File: src/rtl/w_serial_fifo.sv
// w_serial_fifo: multi-channel weight buffer with bit-serial per-column readout.
// Ports: clk, rst (sync, active-high), precision (bits/weight; 0 or >W_MAX -> W_MAX),
//   wr_en/din (one packed word per channel), full, rd_en (per-channel bit strobe),
//   dout (show-ahead serial bit), empty, word_done, overflow (sticky), underflow (sticky).
// Optional: define W_SER_MSB_FIRST_EN to emit bits MSB-first within the precision.
module w_serial_fifo #(
  parameter int N     = 2,
  parameter int W_MAX = 8,
  parameter int DEPTH = 16
) (
  input  logic               clk,
  input  logic               rst,
  input  logic [3:0]         precision,
  input  logic               wr_en,
  input  logic [N*W_MAX-1:0] din,
  output logic               full,
  input  logic [N-1:0]       rd_en,
  output logic [N-1:0]       dout,
  output logic [N-1:0]       empty,
  output logic [N-1:0]       word_done,
  output logic               overflow,
  output logic [N-1:0]       underflow
);

  localparam int AW = (DEPTH > 1) ? $clog2(DEPTH) : 1;
  localparam int CW = $clog2(DEPTH + 1);
  localparam int BW = (W_MAX > 1) ? $clog2(W_MAX) : 1;
  localparam int PW = $clog2(W_MAX + 1);

  logic [W_MAX-1:0] mem [N][DEPTH];
  logic [AW-1:0]    wr_ptr;
  logic [AW-1:0]    rd_ptr [N];
  logic [CW-1:0]    count  [N];
  // pos always counts up from the start of a word; the emitted bit index is
  // derived from it so both bit orders share one boundary test.
  logic [BW-1:0]    pos    [N];
  logic [PW-1:0]    prec_q [N];

  logic [PW-1:0]    eff_in;
  logic [PW-1:0]    eff    [N];
  logic [BW-1:0]    idx    [N];
  logic [W_MAX-1:0] head   [N];
  logic [N-1:0]     last;
  logic [N-1:0]     rd_acc;
  logic [N-1:0]     pop;
  logic             wr_acc;

  always_comb begin
    if (precision == 4'd0 || int'(precision) > W_MAX) eff_in = PW'(W_MAX);
    else                                               eff_in = PW'(precision);
  end

  always_comb begin
    full   = 1'b0;
    empty  = '0;
    dout   = '0;
    last   = '0;
    rd_acc = '0;
    pop    = '0;
    for (int unsigned c = 0; c < N; c++) begin
      eff[c]  = (pos[c] == '0) ? eff_in : prec_q[c];
      head[c] = mem[c][rd_ptr[c]];
`ifdef W_SER_MSB_FIRST_EN
      idx[c]  = BW'(eff[c] - PW'(1) - PW'(pos[c]));
`else
      idx[c]  = pos[c];
`endif
      empty[c]  = (count[c] == '0);
      if (count[c] == CW'(DEPTH)) full = 1'b1;
      dout[c]   = empty[c] ? 1'b0 : head[c][idx[c]];
      last[c]   = (PW'(pos[c]) == eff[c] - PW'(1));
      rd_acc[c] = rd_en[c] & ~empty[c];
      pop[c]    = rd_acc[c] & last[c];
    end
    wr_acc = wr_en & ~full;
  end

  always_ff @(posedge clk) begin
    if (wr_acc) begin
      for (int unsigned c = 0; c < N; c++) mem[c][wr_ptr] <= din[c*W_MAX +: W_MAX];
    end
  end

  always_ff @(posedge clk) begin
    if (rst) begin
      wr_ptr    <= '0;
      overflow  <= 1'b0;
      word_done <= '0;
      underflow <= '0;
      for (int unsigned c = 0; c < N; c++) begin
        rd_ptr[c] <= '0;
        count[c]  <= '0;
        pos[c]    <= '0;
        prec_q[c] <= '0;
      end
    end else begin
      if (wr_en && full) overflow <= 1'b1;
      if (wr_acc) wr_ptr <= wr_ptr + AW'(1);
      word_done <= pop;
      for (int unsigned c = 0; c < N; c++) begin
        if (rd_en[c] && empty[c]) underflow[c] <= 1'b1;
        if (rd_acc[c]) begin
          if (pos[c] == '0) prec_q[c] <= eff_in;
          if (last[c]) begin
            pos[c]    <= '0;
            rd_ptr[c] <= rd_ptr[c] + AW'(1);
          end else begin
            pos[c] <= pos[c] + BW'(1);
          end
        end
        case ({wr_acc, pop[c]})
          2'b10:   count[c] <= count[c] + CW'(1);
          2'b01:   count[c] <= count[c] - CW'(1);
          default: count[c] <= count[c];
        endcase
      end
    end
  end

endmodule

File: config.mk
export PLATFORM = sky130hd
export DESIGN_NAME = w_serial_fifo
export DESIGN_NICKNAME = d
export VERILOG_FILES = /design/src/rtl/w_serial_fifo.sv
export SDC_FILE = /design/constraint.sdc
export NUM_CORES = 1
export LEC_CHECK = 0
export ABC_CLOCK_PERIOD_IN_PS = 4900
export BUFFER_PORTS_ARGS = -buffer_cell sky130_fd_sc_hd__buf_4
export CAP_MARGIN = 20
export CORE_ASPECT_RATIO = 1.75
export CORE_MARGIN = 1.5
export CORE_UTILIZATION = 35
export CTS_BUF_LIST = sky130_fd_sc_hd__clkbuf_16
export CTS_CLUSTER_SIZE = 8
export DETAILED_ROUTE_END_ITERATION = 16
export PLACE_DENSITY_LB_ADDON = 0.1
export SYNTH_ARGS = -nofsm -noshare
export SYNTH_HDL_FRONTEND = slang
export SYNTH_SLANG_ARGS = --single-unit
File: constraint.sdc
create_clock -name clk -period 4.9 [get_ports clk]
set_input_delay 0.735 -clock clk [delete_from_list [all_inputs] [get_ports clk]]
set_output_delay 0.735 -clock clk [all_outputs]
set_load 0.02 [all_outputs]
Word level (Yosys, flattened, before mapping):

Memory sizes are Yosys's and may differ from the RTL's.
Index checks and enable logic that the tools add are counted.

* flip-flop bits (word level): 9
* RAM bits: 288
* input port bits: 25
* output and inout port bits: 10
* word-level logic and storage cells: 152
* memories: 5

Memories
* mem: depth 2, width 128, read ports 2, clocked after memory_dff 0, write ports 2, RTL line 30 `logic [W_MAX-1:0] mem [N][DEPTH];`
* count: depth 2, width 5, read ports 2, clocked after memory_dff 0, write ports 2, RTL line 33 `logic [CW-1:0] count [N];`
* prec_q: depth 2, width 4, read ports 2, clocked after memory_dff 0, write ports 2, RTL line 37 `logic [PW-1:0] prec_q [N];`
* rd_ptr: depth 2, width 4, read ports 2, clocked after memory_dff 0, write ports 2, RTL line 32 `logic [AW-1:0] rd_ptr [N];`
* pos: depth 2, width 3, read ports 2, clocked after memory_dff 0, write ports 2, RTL line 36 `logic [BW-1:0] pos [N];`

* add/sub/neg operators: 11
* order comparisons: 7
* equality and inequality tests: 8
* mux-type cells: 79
* bitwise operators: 25
* reduce and logical (&&, ||, !) cells: 12

Operators by type and width (number)
* 2-to-1 mux 128 bit: 1
* binary-select mux 8 bit (select 4 bit): 2
* 2-to-1 mux 1 bit: 51
* 2-to-1 mux 8 bit: 5
* demux 8 bit (select 4 bit): 1
* 2-to-1 mux 5 bit: 6
* 2-to-1 mux 4 bit: 7
* >= comparator 5 bit, second input constant: 3
* NOT 4 -> 5 bit: 3
* OR 1 bit: 14
* adder 4 x 1 -> 4 bit, second input constant: 3
* 2-to-1 mux 3 bit: 4
* adder 5 x 1 -> 5 bit, second input constant: 2
* equality test 5 bit, second input constant: 2
* logical NOT 5 bit: 2
* subtractor 5 x 1 -> 5 bit, second input constant: 2
* equality test 3 x 4 -> 1 bit: 2
* less-than comparator 3 x 4 -> 1 bit, second input constant: 2
* subtractor 4 x 1 -> 4 bit, second input constant: 2
* adder 3 x 1 -> 3 bit, second input constant: 2
* binary-select mux 1 bit (select 3 bit): 2
* logical NOT 3 bit: 2
* AND 1 bit: 5
* less-than comparator 5 x 1 -> 1 bit, second input constant: 1
* 8 further kinds: 16

Logic depth before layout (Yosys ltp):

* depth after elaboration: 14
* gate-level depth with buffers: 19
* depth with buffers taken out: 16

Worst setup path after synthesis:

OpenSTA, ideal clock, no wires.

* kind: register -> register
* start: mem pos[0][0] (netlist name)
* end: mem count[0][4] (netlist name), data pin
* arrival: 3837 ps
* data required time: 4640 ps
* slack: 803 ps
* stages on the path, launching flop included: 20
* period minus slack after synthesis: 4097 ps
* cells stage by stage: edfxtp_1 clkbuf_1 clkinv_1 ha_1 nor2b_4 buf_6 mux2_4 a21boi_1 or4_4 a211o_1 buf_6 inv_1 ha_1 nand2_1 inv_1 ha_1 a21o_1 a21oi_1 xnor2_1 nor2_1

RTL lines (RTL line)
* start, declared: 36
* end, declared: 33

==> reports/qor.yml <==
grt_overflow: 0
timing.setup.tns_ps: 0
cp_data_arrival_time_ps: 4890
antenna-diode-count: 0
syn2layout_area_growth_pct: 16.66
dp_hpwl_microns: 18850
drtIter0Drc: 444
crit_start: "pos[1][1]$_SDFFCE_PN0P_"
finalSetupViolations: 0
hold_end: "overflow$_SDFFE_PP0P_"
cts_tree: "built"
synthFlopType: "edfxtp_1"
core_sq_um: 35300
hold_ws_ps: 441.5
critPathKind: "reg2reg"
htree_num_levels: 2
worst_pin_slew_ps: 882.4
fin_nets: 838
layout_min_cycle_time_ps: 4518
power.leakage_nw: 4.964
hold_start: "wr_en"
switching_share_pct: 24.86
final_area_sq_um: 14620
numPortBuffers: 34
p_int_mw: 4.856
hold_buffers: 0
grt_setup_unrepaired: "false"
power.share.clock_pct: 40.6
cts-root-buf: "clkbuf_16"
total_power_mw: 6.463
dp_cells: 1212
final_cell_mix: "288 x edfxtp_1, 58 x mux4_2, 57 x buf_4, 44 x clkbuf_16, 40 x nor2_1"
ant_nets: 0
wl_per_cell_microns: 23.95
drive_gt1_share_pct: 25.12
cts_resized: 0
grt_use_total_pct: 16.97
cp_max_fo: 12
max_cap_violations: 0
start_util_pct: 35.51
cts_sinks: 297
antenna_found_initial: 0
power_density_nw_per_um2: 442.1
whs_path_depth: 3
clock.fmax_mhz: 221.3
finClkSkew_ps: 17.32
dieArea_sq_um: 36990
die_height_microns: 253.3
avgSynthCellArea_sq_um: 17.31
rows: 91
cts_max_path_buffers: 3
fillers: 3207
first_global_vias: 7236
cts.clk_slew.worst_paths_ps: 50
gp_congestion: 0.8074
syn-num-nets: 770
vdd_drop_max_mv: 0.2087
startpoint_type: "flip-flop"
status: "finished clean"
stdcell_count: 1273
layout_commonest_cell: "edfxtp_1"
yosys_warnings: 0
drv_slew: 0
p_sw_mw: 1.607
p_comb_share_pct: 12.5
hp-class: "in2reg"
grt_max_degree: 35
postPlaceCellArea_sq_um: 13430
synth_edf_count: 288
r2r_start: "pos[1][1]$_SDFFCE_PN0P_"
io_pins: 35
r2r-end: "count[1][3]$_DFFE_PP_"
synth_seq_cells: 297
syn_area_sq_um: 12530
num_vias: 6746
finalHoldViolCount: 0
sequentialPowerShare_pct: 46.9
synth_cell_types: 63
post-cts-setup-buffers: 0
clock_latency_ps: 540
rr_worst_depth: 14
grt_pass1_wl_microns: 45660
endpoint_kind: "flip-flop"
via_per_inst: 5.299
finalCritPeriodShare_pct: 92.20
yosysSeqAreaShare_pct: 70.45
ff2ff_setup_slack_ps: 380
slew_headroom_pct: 40.85
drc: 0
fp.dieW_microns: 146.0
firstDrtPassIters: 4
required_ps: 5270
cts_inserted_buffers: 43
drt_wl_total_microns: 30490
synth_cells: 724
async_reset_ff_share_pct: 0
-- worst max-delay path, stage by stage, from the launching register on --
cell	delay, ps
edfxtp_1	630
inv_1	350
ha_1	280
nor4bb_1	530
a21oi_1	90
ha_1	320
xor2_1	140
nand3_1	100
or2_2	430
ha_1	370
o21ai_0	510
nand4_1	170
o21ai_0	240
a22oi_1	90
o21ai_0	100
-- power groups by stage --
stage	combinational [mW]	clock [mW]	sequential, mW
final	0.808	2.62	3.03
after global routing	0.888	2.79	3.04
after CTS	0.819	2.70	3.03
after detailed placement	0.816	0	3.08
after global placement	0.799	0	3.07
after floorplan	0.575	0	3.02
-- synthesized netlist by cell type (10+ instances only) --
library cell	number	share of area, %
nor3_1	10	0.40
mux2i_1	22	1.8
nor2_1	52	1.6
inv_1	19	0.57
edfxtp_1	288	69
a21oi_1	23	0.92
a22oi_1	12	0.72
ha_1	20	2.0
nand3_1	11	0.44
mux4_2	58	10
nand2_1	36	1.1
o21ai_0	12	0.48
clkbuf_1	15	0.45
-- cells by family (layout without fill, tap and decap cells) --
family / after synthesis / in the layout / synth area share (%)
AOI/OAI and AO/OA: 87 / 87 / 4.782
xor gates and xnor gates: 16 / 16 / 1.118
adders and majority gates: 21 / 21 / 2.157
buffers and inverters: 57 / 141 / 2.256
DFF: 297 / 297 / 70.45
muxes: 90 / 90 / 13.11
and+or+nand+nor: 156 / 156 / 6.130
-- flip-flops by register name, summed over array words and instances (netlist names) --
name and cells:
mem 256, count 10, prec_q 8, rd_ptr 8
pos 6, wr_ptr 4, underflow 2, word_done 2
overflow 1
-- routing by layer --
layer	wire length (microns)	global-route usage, %
met5	0	0
met4	995	6.782
met3	1202	2.811
met2	16680	31.73
met1	11610	19.12
-- worst max-delay path by stage --
stage                                end  slack (ps)  cells past startpoint
3_3_place_gp       count[1][2]$_DFFE_PP_         620                     14
4_1_cts            count[1][3]$_DFFE_PP_         490                     14
6_report           count[1][3]$_DFFE_PP_         380                     14
3_5_place_dp       count[1][2]$_DFFE_PP_         510                     14
2_1_floorplan  count[0][4]$_SDFFCE_PN0P_         800                     19
5_1_grt            count[1][3]$_DFFE_PP_          90                     14
-- metrics by stage --
stage               worst slack (ps)  utilization, %
finish                         382.1           41.42
global route                   94.51           41.42
CTS                            488.4           41.42
detailed placement             514.8           38.06
global placement               616.8           38.06
floorplan                      803.3               -
-- area by class of cell --
cell class | instances | area (sq um) | share of cell area (%)
clock inverter | 17 | 86.33 | 0.5905
tap | 465 | 581.8 | 3.979
inverter | 21 | 78.83 | 0.5392
sequential | 297 | 8828 | 60.39
timing repair buffer | 59 | 467.9 | 3.201
multi-input combinational | 370 | 3476 | 23.77
clock buffer | 44 | 1101 | 7.531
(Power assumes the default switching activity.)
